--- config.mk ---
export PLATFORM = sky130hd
export DESIGN_NAME = mclr5_lsu_arbiter
export DESIGN_NICKNAME = d
export VERILOG_FILES = /design/src/rtl/mclr5_lsu_arbiter.sv
export SDC_FILE = /design/constraint.sdc
export NUM_CORES = 1
export LEC_CHECK = 0
export CAP_MARGIN = 20
export CORE_MARGIN = 5
export CORE_UTILIZATION = 35
export CTS_CLUSTER_SIZE = 30
export DETAILED_ROUTE_END_ITERATION = 8
export PLACE_DENSITY = 0.62
export SLEW_MARGIN = 20
export SYNTH_ARGS = -nofsm -noshare
export SYNTH_HDL_FRONTEND = slang
export SYNTH_SLANG_ARGS = --single-unit
export TNS_END_PERCENT = 30
--- constraint.sdc ---
create_clock -name CORE_CLK -period 3.1 [get_ports CORE_CLK]
set_clock_uncertainty 0.2 [all_clocks]
set_input_delay 0.62 -clock CORE_CLK [delete_from_list [all_inputs] [get_ports CORE_CLK]]
set_output_delay 0.62 -clock CORE_CLK [all_outputs]
set_load 0.03 [all_outputs]
--- src/rtl/mclr5_lsu_arbiter.sv ---
// mclr5_lsu_arbiter: serialises a 4-lane load/store bundle onto one memory port.
// Ports: CORE_CLK/RESET_n; LANE_* bundle in; LANE_RDATA/STALL/BUNDLE_DONE/ERR out; MEM_* port.
module mclr5_lsu_arbiter #(
  parameter int unsigned ACK_TIMEOUT = 255
) (
  input  logic         CORE_CLK,
  input  logic         RESET_n,
  input  logic [3:0]   LANE_LOAD_REQ,
  input  logic [3:0]   LANE_STORE_REQ,
  input  logic [127:0] LANE_ADDR,
  input  logic [127:0] LANE_WDATA,
  output logic [127:0] LANE_RDATA,
  output logic         STALL,
  output logic         BUNDLE_DONE,
  output logic         MEM_REQ,
  output logic         MEM_WE,
  output logic [31:0]  MEM_ADDR,
  output logic [31:0]  MEM_WDATA,
  input  logic         MEM_ACK,
  input  logic [31:0]  MEM_RDATA,
  output logic         ERR
);

  typedef enum logic [1:0] {
    S_IDLE,
    S_ISSUE,
    S_WAIT,
    S_DONE
  } state_t;

  localparam logic [15:0] LP_TMO_LAST = 16'(ACK_TIMEOUT - 1);

  state_t         r_state;
  logic [3:0]     r_pend;
  logic [3:0]     r_ld;
  logic [3:0]     r_st;
  logic [127:0]   r_addr;
  logic [127:0]   r_wd;
  logic [1:0]     r_lane;
  logic [15:0]    r_cnt;
  logic           r_mem_req;
  logic           r_mem_we;
  logic [31:0]    r_mem_addr;
  logic [31:0]    r_mem_wdata;
  logic [127:0]   r_rdata;
  logic           r_done;
  logic           r_err;

  logic [3:0]     w_mask;
  logic [3:0]     w_low;
  logic [1:0]     w_sel;
  logic [3:0]     w_rest;
  logic           w_tmo;

  assign w_mask = LANE_LOAD_REQ | LANE_STORE_REQ;
  // Isolate the lowest pending lane as a one-hot vector (program order).
  assign w_low  = r_pend & (~r_pend + 4'd1);
  assign w_rest = r_pend & ~(4'b0001 << r_lane);
  assign w_tmo  = (r_cnt == LP_TMO_LAST);

  always_comb begin
    w_sel = 2'd0;
    unique case (1'b1)
      w_low[0]: w_sel = 2'd0;
      w_low[1]: w_sel = 2'd1;
      w_low[2]: w_sel = 2'd2;
      w_low[3]: w_sel = 2'd3;
      default:  w_sel = 2'd0;
    endcase
  end

  always_ff @(posedge CORE_CLK or negedge RESET_n) begin
    if (!RESET_n) begin
      r_state     <= S_IDLE;
      r_pend      <= '0;
      r_ld        <= '0;
      r_st        <= '0;
      r_addr      <= '0;
      r_wd        <= '0;
      r_lane      <= '0;
      r_cnt       <= '0;
      r_mem_req   <= 1'b0;
      r_mem_we    <= 1'b0;
      r_mem_addr  <= '0;
      r_mem_wdata <= '0;
      r_rdata     <= '0;
      r_done      <= 1'b0;
      r_err       <= 1'b0;
    end else begin
      r_done <= 1'b0;
      unique case (r_state)
        S_IDLE: begin
          // Snapshot the whole bundle so later lane changes are harmless.
          if (|w_mask) begin
            r_pend  <= w_mask;
            r_ld    <= LANE_LOAD_REQ;
            r_st    <= LANE_STORE_REQ;
            r_addr  <= LANE_ADDR;
            r_wd    <= LANE_WDATA;
            r_state <= S_ISSUE;
          end
        end
        S_ISSUE: begin
          r_lane      <= w_sel;
          r_mem_addr  <= r_addr[{w_sel, 5'd0} +: 32];
          r_mem_wdata <= r_wd[{w_sel, 5'd0} +: 32];
          // A lane asking for both is treated as a load and flagged.
          r_mem_we    <= r_st[w_sel] & ~r_ld[w_sel];
          if (r_ld[w_sel] & r_st[w_sel]) r_err <= 1'b1;
          r_mem_req   <= 1'b1;
          r_cnt       <= '0;
          r_state     <= S_WAIT;
        end
        S_WAIT: begin
          if (MEM_ACK) begin
            r_mem_req      <= 1'b0;
            r_pend[r_lane] <= 1'b0;
            if (!r_mem_we) r_rdata[{r_lane, 5'd0} +: 32] <= MEM_RDATA;
            if (|w_rest) begin
              r_state <= S_ISSUE;
            end else begin
              r_state <= S_DONE;
              r_done  <= 1'b1;
            end
          end else if (w_tmo) begin
            r_err     <= 1'b1;
            r_mem_req <= 1'b0;
            r_pend    <= '0;
            r_state   <= S_DONE;
            r_done    <= 1'b1;
          end else begin
            r_cnt <= r_cnt + 16'd1;
          end
        end
        S_DONE: begin
          r_state <= S_IDLE;
        end
        default: begin
          r_state <= S_IDLE;
        end
      endcase
    end
  end

  assign STALL = ((r_state == S_IDLE) && (|w_mask))
               || (r_state == S_ISSUE)
               || (r_state == S_WAIT);

  assign LANE_RDATA  = r_rdata;
  assign BUNDLE_DONE = r_done;
  assign MEM_REQ     = r_mem_req;
  assign MEM_WE      = r_mem_we;
  assign MEM_ADDR    = r_mem_addr;
  assign MEM_WDATA   = r_mem_wdata;
  assign ERR         = r_err;

endmodule

Word level (Yosys, flattened, before mapping) --
Cells that the tools add are included.
Operators by class: muxes and demuxes 31, divide/modulo/power cells 0, magnitude comparators 3, multiply operators 0, equality and inequality tests 10, reduce and logical (&&, ||, !) cells 16, add/sub/neg operators 3, bitwise logic cells 11, shift operators 5
Operators by type and width (number):
- $shiftx 128x8->32 | 2
- $bwmux 128 | 1
- $shift 32x9->128 const A | 1
- $shiftx 32x9->128 | 1
- $mux 16 | 2
- $pmux 16 s2 | 1
- $add 16x1->16 const B | 1
- $eq 16x8->1 const B | 1
- $and 4x4->4 | 3
- $mux 1 | 12
- $mux 4 | 3
- $not 4->4 | 3
- $ne 2x2->1 const B | 5
- $neg 7->9 | 1
- $reduce_and 3->1 | 3
- $mux 2 | 4
- $pmux 2 s4 | 1
- $pmux 4 s2 | 1
- $reduce_or 4->1 | 2
- $lt 2x3->1 const B | 2
- $pmux 2 s3 | 1
- $reduce_and 2->1 | 3
- $add 4x1->4 const B | 1
- $bmux 1 s2 | 2
- other kinds (15) | 22
Storage, ports and cells: ROM bits 0, latch bits 0, bits of input ports 299, memories 0, bits in writable memories 0, register bits 484

Longest topological paths before layout --
Gate-level depths: netlist (run 1).
depth after elaboration 9, gate-level depth with buffers 8

Least setup slack after synthesis (run 1) --
Ideal clock, no wire load.
path type input -> output, start input port LANE_STORE_REQ[1], end output port STALL, cell stages on the path 4, data arrival time 1651 ps, setup slack 629 ps, path buffers 1, required time 2280 ps, cell sequence nor2_1 -> a41oi_2 -> buf_2 -> or3_1
Between the ends: cells in the longest elaborated chain, start to end 5
Ends and longest elaborated chain:
- start: declaration | line 9 | input logic [3:0] LANE_STORE_REQ,
- $or 4x4->4 | line 55 | assign w_mask = LANE_LOAD_REQ | LANE_STORE_REQ;
- $reduce_or 4->1 | line 145 | assign STALL = ((r_state == S_IDLE) && (|w_mask))
- $logic_and 1x1->1 | line 145
- $logic_or 1x1->1 | line 146 | || (r_state == S_ISSUE)
- $logic_or 1x1->1 | line 147 | || (r_state == S_WAIT);
- end: declaration | line 13 | output logic STALL,
Every way passes these cells.

Final worst setup path (run 1) --
start input port LANE_LOAD_REQ[3], end output port STALL
Between the ends: cells in the longest elaborated chain, start to end 5
Ends and longest elaborated chain:
- start: declaration | line 8 | input logic [3:0] LANE_LOAD_REQ,
- $or 4x4->4 | line 55
- $reduce_or 4->1 | line 145
- $logic_and 1x1->1 | line 145
- $logic_or 1x1->1 | line 146
- $logic_or 1x1->1 | line 147
Every way passes these cells.

==> impl_results.md, run 1 <==
* Critical-path top delay cell: or3_1
* Synth Area in Compound Gates at 0.0964
* I/O Buffers at 495
* DP Area at 0.0262 mm²
* Root Buffer: clkbuf_16
* Top-area cell type share of the netlist area at 0.600
* All-Layer GR Usage at 0.191
* Nets@finish at 2,455
* Synth area leader: dfrtp_1
* Inserted Clock Buffers at 53
* Worst r2r src: r_state[0]
* Clk pwr share at 0.217
* Core ar. at 0.0574 mm²
* TritonRoute pass-1 iters at 6
* Comb power frac at 0.409
* Number of global-route vias before repair at 15,600
* Top post-synthesis cells by area: dfrtp_1 60%, mux2_1 13%, nand2_1 6.4%
* Post-Synth XOR/XNOR Area at 0.00304
* Multi-input gate area in the final layout at 0.00758 mm²
* Mean Syn Cell Area at 12.2 µm²
* Mux cell area share after synthesis at 0.180
* Worst Hold Slack at 0.278 ns
* Setup TNS at 0 ns
* Post-route insts no fill at 2,964
* Postcts setup bufs at 0
* Critical Path Start: LANE_LOAD_REQ[3]
* Clock-pin slew on the worst setup and hold paths at 0.06 ns
* Post-synth EDFFs at 0
* Fill cell count at 5,135
* Cell Int Power at 17.5 mW
* Pin count of the biggest net entering global routing at 85
* Chip height at 250 µm
* Synth warnings at 0
* RSZ-0062 raised after global routing: false
* Pwr dens at 1000 mW/mm²
* Worst setup path endpoint: STALL
* Post-Layout Inst Area at 0.0279 mm²
* Pins Over Slew Limit at 0
* Measured slew at the worst slew-check pin at 0.732 ns
* CP max FO at 2
* Period utilization at 0.951
* Adder-Cell Fraction of Synth Area at 0.00620
* Synth Area in Simple Gates at 0.0856
* Via-to-Cell Ratio at 5.01
* # setup viols final at 0
* Area delta synth->final at 38.4%
* Number of DRC markers in iteration 0 at 765
* Netlist cell types at 54
* Slowest stage delay, CP at 0.47 ns
* Row count at 88
* Fin. Hold Viols at 0
* DRC at 0
* Post-DP HPWL at 43.6 mm
* Commonest non-fill, non-tap cell in the layout: clkdlybuf4s50_1
* Worst skew pair latency at 0.60 ns
* Worst Path Arrival at 2.13 ns
* Largest family of logic cells by synthesized area: multiplexers
* Vias at 14,800
* Worst flop-to-flop path endpoint: r_wd[105]
* Overall power at 28.1 mW
* CTS tree: built
* Max Cap Viol at 0
* Reg2reg path depth at 6
* Synth Flop Type: dfrtp_1
* Cell Area, Synth at 0.0202 mm²
* Initial antenna violation count at 30
* Routed len/inst at 20.8 µm
* Peak VDD IR at 0.552 mV
* Syn_nets at 1,969
* CTS sink cnt at 484
* First-pass GRT wire length at 94.6 mm
* Grt total ovfl at 0
* Run status: complete, no violations
* Switching power at 10.5 mW
* Hold path start: LANE_RDATA[53]
* DIE AREA at 0.0626 mm²
* Routed wire length at 61.7 mm
* RePlAce Congestion at 0.825
* LEAKAGE at 11.6 nW
* Asr flop ratio synth at 1.00
* Register area at 0.0121 mm²
* Crit Path Category: primary input to output port
* CP Data Required Time at 2.28 ns
* Worst hold path type: flip-flop to flip-flop
* CP Capture Type: output port
* Sequential-to-total area share from yosys stat at 0.600
* Starting Density at 0.352
* Setup crit start kind: primary input
* Die width at 250 µm
* Io pins at 496
* H-tree Lvls at 2
* Routed Antenna Nets at 0
* Slew headroom at 0.512
* Fraction of layout cells with a size suffix above 1 at 0.0869
* Reg power frac at 0.374
* Register bit total from synthesis at 484
* CTS max path bufs at 3
* Cells after DPL at 2,855
* Net Sw Frac at 0.375
* Cells after Synth at 1,660
* Crit-path cells: clkdlybuf4s50_1, nor2_1, a41oi_4, or3_1, buf_4
* FMAX at 339 MHz
* R2R Setup Slk at 0.65 ns
* Commonest non-fill, non-tap cells in the layout: 491 x clkdlybuf4s50_1, 483 x dfrtp_1, 340 x nand2_1
* Tmin final at 2.95 ns
## through the flow
stage,worst slack (ns),util
after floorplan,0.629,-
after global placement,-0.119,0.457
after detailed placement,-0.110,0.457
after CTS,0.0808,0.486
after global routing,0.0453,0.487
final,0.151,0.487
## critical path, delay by kind of cell
family,cells,cell delay (ns)
buffers and inverters,2,0.66
AND/OR/NAND/NOR,2,0.69
AO/OA/AOI/OAI,1,0.15
## synth_stat cells, types with 2 or more instances
master,n
a21o_1,2
a21oi_1,2
a31oi_1,6
and3_1,2
and4_1,4
buf_1,4
buf_2,16
buf_4,29
clkbuf_1,62
dfrtp_1,484
ha_1,10
inv_1,6
mux2_1,228
mux2_2,35
mux2i_1,67
nand2_1,345
nand3_1,5
nand4_1,7
nor2_1,26
nor2b_1,5
nor3_1,5
nor3b_1,5
nor3b_2,2
nor4b_1,2
o211ai_1,65
o21ai_0,135
o21ai_1,3
o221ai_1,64
o2bb2ai_1,4
xnor2_1,2
xor2_1,5
## area by class of cell
type,count,share of cell area
sequential,484,0.434
clock inverter,18,0.00551
tap,765,0.0343
clock buffer,77,0.0547
inverter,6,0.000806
timing repair buffer,543,0.198
antenna,13,0.00116
multi-input combinational,1058,0.272
## worst min path at each step
stage          depth (start not counted)              to  slack (ns)
3_3_place_gp                           2  LANE_RDATA[53]        0.26
4_1_cts                                2  LANE_RDATA[53]        0.28
6_report                               2  LANE_RDATA[53]        0.28
3_5_place_dp                           2  LANE_RDATA[53]        0.27
2_1_floorplan                          0     BUNDLE_DONE        0.12
5_1_grt                                1        r_wd[31]        0.29
## what timing repair did
item / CTS / global route
endpoints found under the hold margin: 51 / 0
gates resized for setup: 6 / 0
setup endpoints to repair: 1 / 0
hold buffers: 1 / 0
## sequential cells by signal, indices dropped and copies added (netlist names)
name / cells
BUNDLE_DONE: 1
ERR: 1
LANE_RDATA: 128
MEM_ADDR: 32
MEM_REQ: 1
MEM_WDATA: 32
MEM_WE: 1
r_addr: 128
r_cnt: 16
r_lane: 2
r_ld: 4
r_pend: 4
r_st: 4
r_state: 2
r_wd: 128
## cells by family after synthesis
kind of cell             Yosys count
AO/OA/AOI/OAI                    293
XOR/XNOR                           7
adder cells (fa/ha/maj)           10
buffers and inverters            118
flip-flops                       484
multiplexers                     330
AND/OR/NAND/NOR                  418
## power by group through the flow
| stage | clock [mW] | combinational [mW] | sequential, mW |
|---|---|---|---|
| 3_3_place_gp | 0 | 11.4 | 10.5 |
| 3_5_place_dp | 0 | 11.6 | 10.6 |
| 6_report | 6.09 | 11.5 | 10.5 |
| 4_1_cts | 6.25 | 11.7 | 10.5 |
| 5_1_grt | 6.51 | 12.4 | 10.8 |
| 2_1_floorplan | 0 | 5.98 | 11.6 |
## metal layers
layer / up-vias / global-route usage / routed length, µm
met2: 455 / 0.310 / 29200
met5: - / 0 / 207
met4: 34 / 0.0561 / 1500
met3: 115 / 0.0704 / 5220
met1: 7382 / 0.242 / 25600
li1: 6859 / - / -
Power figures use the tool's default switching activity.
==> run 2: changes to the inputs <==
- CORE_MARGIN: 5 -> default
==> run 2 against run 1 <==
Effect of this change: worst setup slack got worse by 0.064 ns; sequential cell count unchanged; sequential power about the same; power is 1.4% higher; core utilization increased by 0.78 points; maximum frequency decreased by 2.1%; first-iteration DRC count decreased by 0.78%; wire length down 1.2%; register-to-register slack worse by 0.03 ns; hold slack got worse by 0.0024 ns; largest cell class unchanged.
==> impl_results.md, run 2 (same netlist as run 1, synthesis figures left out) <==
* Run status: complete, no violations
* Setup crit start kind: primary input
* Row count at 87
* CTS sink cnt at 484
* Routed wire length at 61.0 mm
* Pwr dens at 1010 mW/mm²
* Chip height at 242 µm
* Final WS setup at 0.0865 ns
* Post-Layout Inst Area at 0.0281 mm²
* LEAKAGE at 11.7 nW
* Critical-path top delay cell: clkdlybuf4s50_1
* Commonest non-fill, non-tap cells in the layout: 492 x clkdlybuf4s50_1, 484 x dfrtp_1, 340 x nand2_1
* Postcts setup bufs at 0
* Worst hold path type: flip-flop to flip-flop
* Nets@finish at 2,457
* CTS tree: built
* Tmin final at 3.01 ns
* Critical Path Start: LANE_LOAD_REQ[0]
* Number of DRC markers in iteration 0 at 759
* DIE AREA at 0.0586 mm²
* # setup viols final at 0
* Setup TNS at 0 ns
* CTS max path bufs at 3
* CP Capture Type: output port
* DRC at 0
* Slowest stage delay, CP at 0.55 ns
* Slew headroom at 0.552
* Initial antenna violation count at 19
* RePlAce Congestion at 0.817
* Switching power at 10.5 mW
* Core ar. at 0.0567 mm²
* Worst Hold Slack at 0.275 ns
* Comb power frac at 0.404
* Fin. Hold Viols at 0
* Crit-path cells: clkdlybuf4s50_1, nor2_2, a41oi_4, or3_1, buf_4
* CP max FO at 2
* Routed Antenna Nets at 0
* Worst Path Arrival at 2.19 ns
* FMAX at 332 MHz
* Net Sw Frac at 0.371
* Starting Density at 0.356
* First-pass GRT wire length at 95.1 mm
* I/O Buffers at 495
* H-tree Lvls at 2
* Fraction of layout cells with a size suffix above 1 at 0.0892
* Worst r2r src: r_state[1]
* Inserted Clock Buffers at 53
* Vias at 15,000
* Cell Int Power at 17.9 mW
* Clk pwr share at 0.226
* TritonRoute pass-1 iters at 5
* CP Data Required Time at 2.28 ns
* Area delta synth->final at 39.0%
* Pin count of the biggest net entering global routing at 94
* Max Cap Viol at 0
* RSZ-0062 raised after global routing: false
* Number of global-route vias before repair at 15,800
* All-Layer GR Usage at 0.208
* Pins Over Slew Limit at 0
* Die width at 242 µm
* DP Area at 0.0262 mm²
* Period utilization at 0.972
* Routed len/inst at 20.7 µm
* Clock-pin slew on the worst setup and hold paths at 0.05 ns
* Reg power frac at 0.370
* Commonest non-fill, non-tap cell in the layout: clkdlybuf4s50_1
* Measured slew at the worst slew-check pin at 0.672 ns
* Post-DP HPWL at 42.3 mm
* Worst skew pair latency at 0.60 ns
* Io pins at 496
* Root Buffer: clkbuf_16
* Crit Path Category: primary input to output port
* Peak VDD IR at 0.530 mV
* Place WS at -0.158 ns
* Via-to-Cell Ratio at 5.07
* Grt total ovfl at 0
* Hold path start: r_cnt[15]
[run 2: layer usage]
layer | global-route usage | up-vias | wire [µm]
met2 | 0.344 | 488 | 28900
met1 | 0.258 | 7475 | 25300
met5 | 0 | - | 126
met4 | 0.0694 | 18 | 1700
li1 | - | 6865 | -
met3 | 0.0647 | 118 | 4860
[run 2: what timing repair did]
item | in CTS | in global routing
pin swaps | 0 | 0
endpoints found under the setup margin | 1 | 1
gates cloned | 0 | 0
hold buffers | 1 | 0
resized for setup | 5 | 1
hold endpoints to repair | 52 | 0
[run 2: worst paths after layout]
check                                 endpoint  slack [ns]  depth (start not counted)
worst max register to register        r_wd[79]        0.62                          5
max in group asynchronous       LANE_RDATA[34]        1.38                          4
min in group asynchronous       LANE_RDATA[88]        0.41                          2
worst max-delay path                     STALL        0.09                          5
worst min register to register       r_cnt[15]        0.28                          1
worst min-delay path                 r_cnt[15]        0.28                          1
[run 2: power groups by stage]
stage / Sequential (mW) / Clock [mW] / Combinational (mW)
detailed placement: 10.6 / 0 / 11.6
finish: 10.5 / 6.44 / 11.5
global route: 10.8 / 6.87 / 12.4
floorplan: 11.6 / 0 / 5.98
global placement: 10.5 / 0 / 11.4
CTS: 10.5 / 6.62 / 11.7
[run 2: area by class of cell]
| cell class | count | area [µm²] |
|---|---|---|
| diodes | 9 | 22.5 |
| clock buffers | 79 | 1590 |
| clock inverters | 14 | 196 |
| fillers | 5072 | 28700 |
| inverters | 6 | 22.5 |
| multi-input cells | 1058 | 7590 |
| flip-flops and latches | 484 | 12100 |
| well taps | 756 | 946 |
| repair buffers | 545 | 5570 |
[run 2: worst max-delay path, delay by kind of cell]
family / cells / cell delay [ns]
compound gates: 1 / 0.13
buf+inv: 2 / 0.75
simple gates: 2 / 0.68
[run 2: per-stage QoR]
stage / std cells / power [mW] / util
after floorplan: 1660 / 17.6 / -
after global placement: 2848 / 21.9 / 0.462
after detailed placement: 2848 / 22.2 / 0.462
after CTS: 2942 / 28.8 / 0.494
after global routing: 2949 / 30.1 / 0.495
final: 2951 / 28.4 / 0.495
==> run 3: changes to the inputs <==
- SETUP_SLACK_MARGIN: default -> 0.4
==> run 3 against run 2 <==
Effect of this change: via count increased by 0.15%; maximum frequency increased by 13%; clock power about the same; highest routed layer unchanged.
==> impl_results.md, run 3 (same netlist as run 1, synthesis figures left out) <==
* Post-Layout Inst Area at 0.0281 mm²
* RSZ-0062 raised after global routing: false
* Final WS setup at 0.438 ns
* Worst hold path type: primary input to flip-flop
* Starting Density at 0.356
* Fill cell count at 5,075
* Final core occ at 0.495
* Inserted Clock Buffers at 53
* DRC at 0
* CP Capture Type: output port
* Net Sw Frac at 0.370
* Period utilization at 0.859
* Io pins at 496
* Routed len/inst at 20.6 µm
* Post-DP HPWL at 42.3 mm
* Routed wire length at 61.0 mm
* Via-to-Cell Ratio at 5.07
* Overall power at 28.5 mW
* Initial antenna violation count at 20
* Fin. Hold Viols at 0
* FMAX at 376 MHz
* Nets@finish at 2,461
* Commonest non-fill, non-tap cells in the layout: 485 x clkdlybuf4s50_1, 482 x dfrtp_1, 340 x nand2_1
* CTS max path bufs at 3
* CTS sink cnt at 484
* Core ar. at 0.0567 mm²
* Number of global-route vias before repair at 15,800
* Max Cap Viol at 0
* DP Area at 0.0262 mm²
* Register area at 0.0121 mm²
* CTS tree: built
* RePlAce Congestion at 0.817
* Routed Antenna Nets at 0
* Root Buffer: clkbuf_16
* Pin count of the biggest net entering global routing at 94
* CP max FO at 2
* First-pass GRT wire length at 95.2 mm
* Measured slew at the worst slew-check pin at 0.670 ns
* TritonRoute pass-1 iters at 5
* Tmin final at 2.66 ns
* DIE AREA at 0.0586 mm²
* Commonest non-fill, non-tap cell in the layout: clkdlybuf4s50_1
* Worst skew pair latency at 0.60 ns
* Clock-pin slew on the worst setup and hold paths at 0.06 ns
* All-Layer GR Usage at 0.209
* Pwr dens at 1010 mW/mm²
* Crit Path Category: primary input to output port
* Worst Path Arrival at 1.84 ns
* Number of DRC markers in iteration 0 at 764
* Place WS at -0.158 ns
* Vias at 15,000
* Multi-input gate area in the final layout at 0.00759 mm²
* Grt total ovfl at 0
* Slew headroom at 0.553
* Fraction of layout cells with a size suffix above 1 at 0.0945
* I/O Buffers at 495
* # setup viols final at 0
* Row count at 87
* Run status: complete, no violations
* Setup crit start kind: primary input
* Peak VDD IR at 0.527 mV
* Comb power frac at 0.406
* Reg power frac at 0.368
* Switching power at 10.6 mW
* Area delta synth->final at 39.2%
* Worst Hold Slack at 0.122 ns
* Chip height at 242 µm
* H-tree Lvls at 2
* CP Data Required Time at 2.28 ns
* Clk pwr share at 0.226
* Cell Int Power at 17.9 mW
* Die width at 242 µm
* LEAKAGE at 11.7 nW
* Pins Over Slew Limit at 0
## run 3: cell count changes in the layout (fill, tap and decap cells not counted), moves of 2 or more
cell,previous run,this run
clkdlybuf4s50_1,492,485
buf_4,31,34
clkbuf_2,0,2
clkdlybuf4s15_2,0,2
dfrtp_1,484,482
dfrtp_2,0,2
dlygate4sd2_1,1,3
## run 3: stage by stage
stage / cells / TNS (ns)
global placement: 2848 / -0.133
global route: 2953 / 0
CTS: 2946 / 0
finish: 2956 / 0
floorplan: 1660 / 0
detailed placement: 2848 / -0.158
## run 3: critical path, stage by stage
cell           delay, ns
dlygate4sd2_1       0.34
nor2_4              0.17
a41oi_4             0.11
or3_4               0.44
buf_6               0.15
## run 3: worst paths after layout
| kind | start | to | slack [ns] | cells past startpoint |
|---|---|---|---|---|
| setup / recovery | LANE_LOAD_REQ[2] | STALL | 0.44 | 5 |
| hold / removal | LANE_STORE_REQ[1] | r_st[1] | 0.12 | 2 |
| setup reg to reg | r_lane[0] | LANE_RDATA[63] | 0.71 | 6 |
| hold reg to reg | r_cnt[15] | r_cnt[15] | 0.27 | 1 |
| max in group asynchronous | RESET_n | LANE_RDATA[34] | 1.37 | 4 |
| min in group asynchronous | RESET_n | LANE_RDATA[88] | 0.42 | 2 |
## run 3: final cells by class
class,count,area share
Timing Repair Buffer,549,0.199
Antenna cell,10,0.000891
Tap cell,756,0.0337
Sequential cell,484,0.431
Multi-Input combinational cell,1058,0.270
Clock inverter,14,0.00699
Clock buffer,79,0.0568
Inverter,6,0.000802
## run 3: power groups by stage
stage	combinational [mW]	clock (mW)	sequential (mW)
final	11.6	6.44	10.5
after global routing	12.5	6.87	10.8
after CTS	11.7	6.62	10.5
after detailed placement	11.6	0	10.6
after global placement	11.4	0	10.5
after floorplan	5.98	0	11.6
## run 3: layer usage
| metal | wire length [µm] | global-route usage | share of wire | vias up |
|---|---|---|---|---|
| met5 | 126 | 0 | 0.0021 | - |
| met1 | 25300 | 0.258 | 0.41 | 7485 |
| li1 | - | - | - | 6871 |
| met3 | 4910 | 0.0647 | 0.080 | 116 |
| met2 | 29000 | 0.345 | 0.48 | 496 |
| met4 | 1730 | 0.0694 | 0.028 | 18 |
## run 3: repair_timing
action / in CTS / in global routing
gates resized for setup: 21 / 5
hold endpoints to repair: 52 / 0
buffers inserted: 4 / 0
hold buffers: 1 / 0
setup endpoints to repair: 1 / 1
pin swaps: 5 / 3
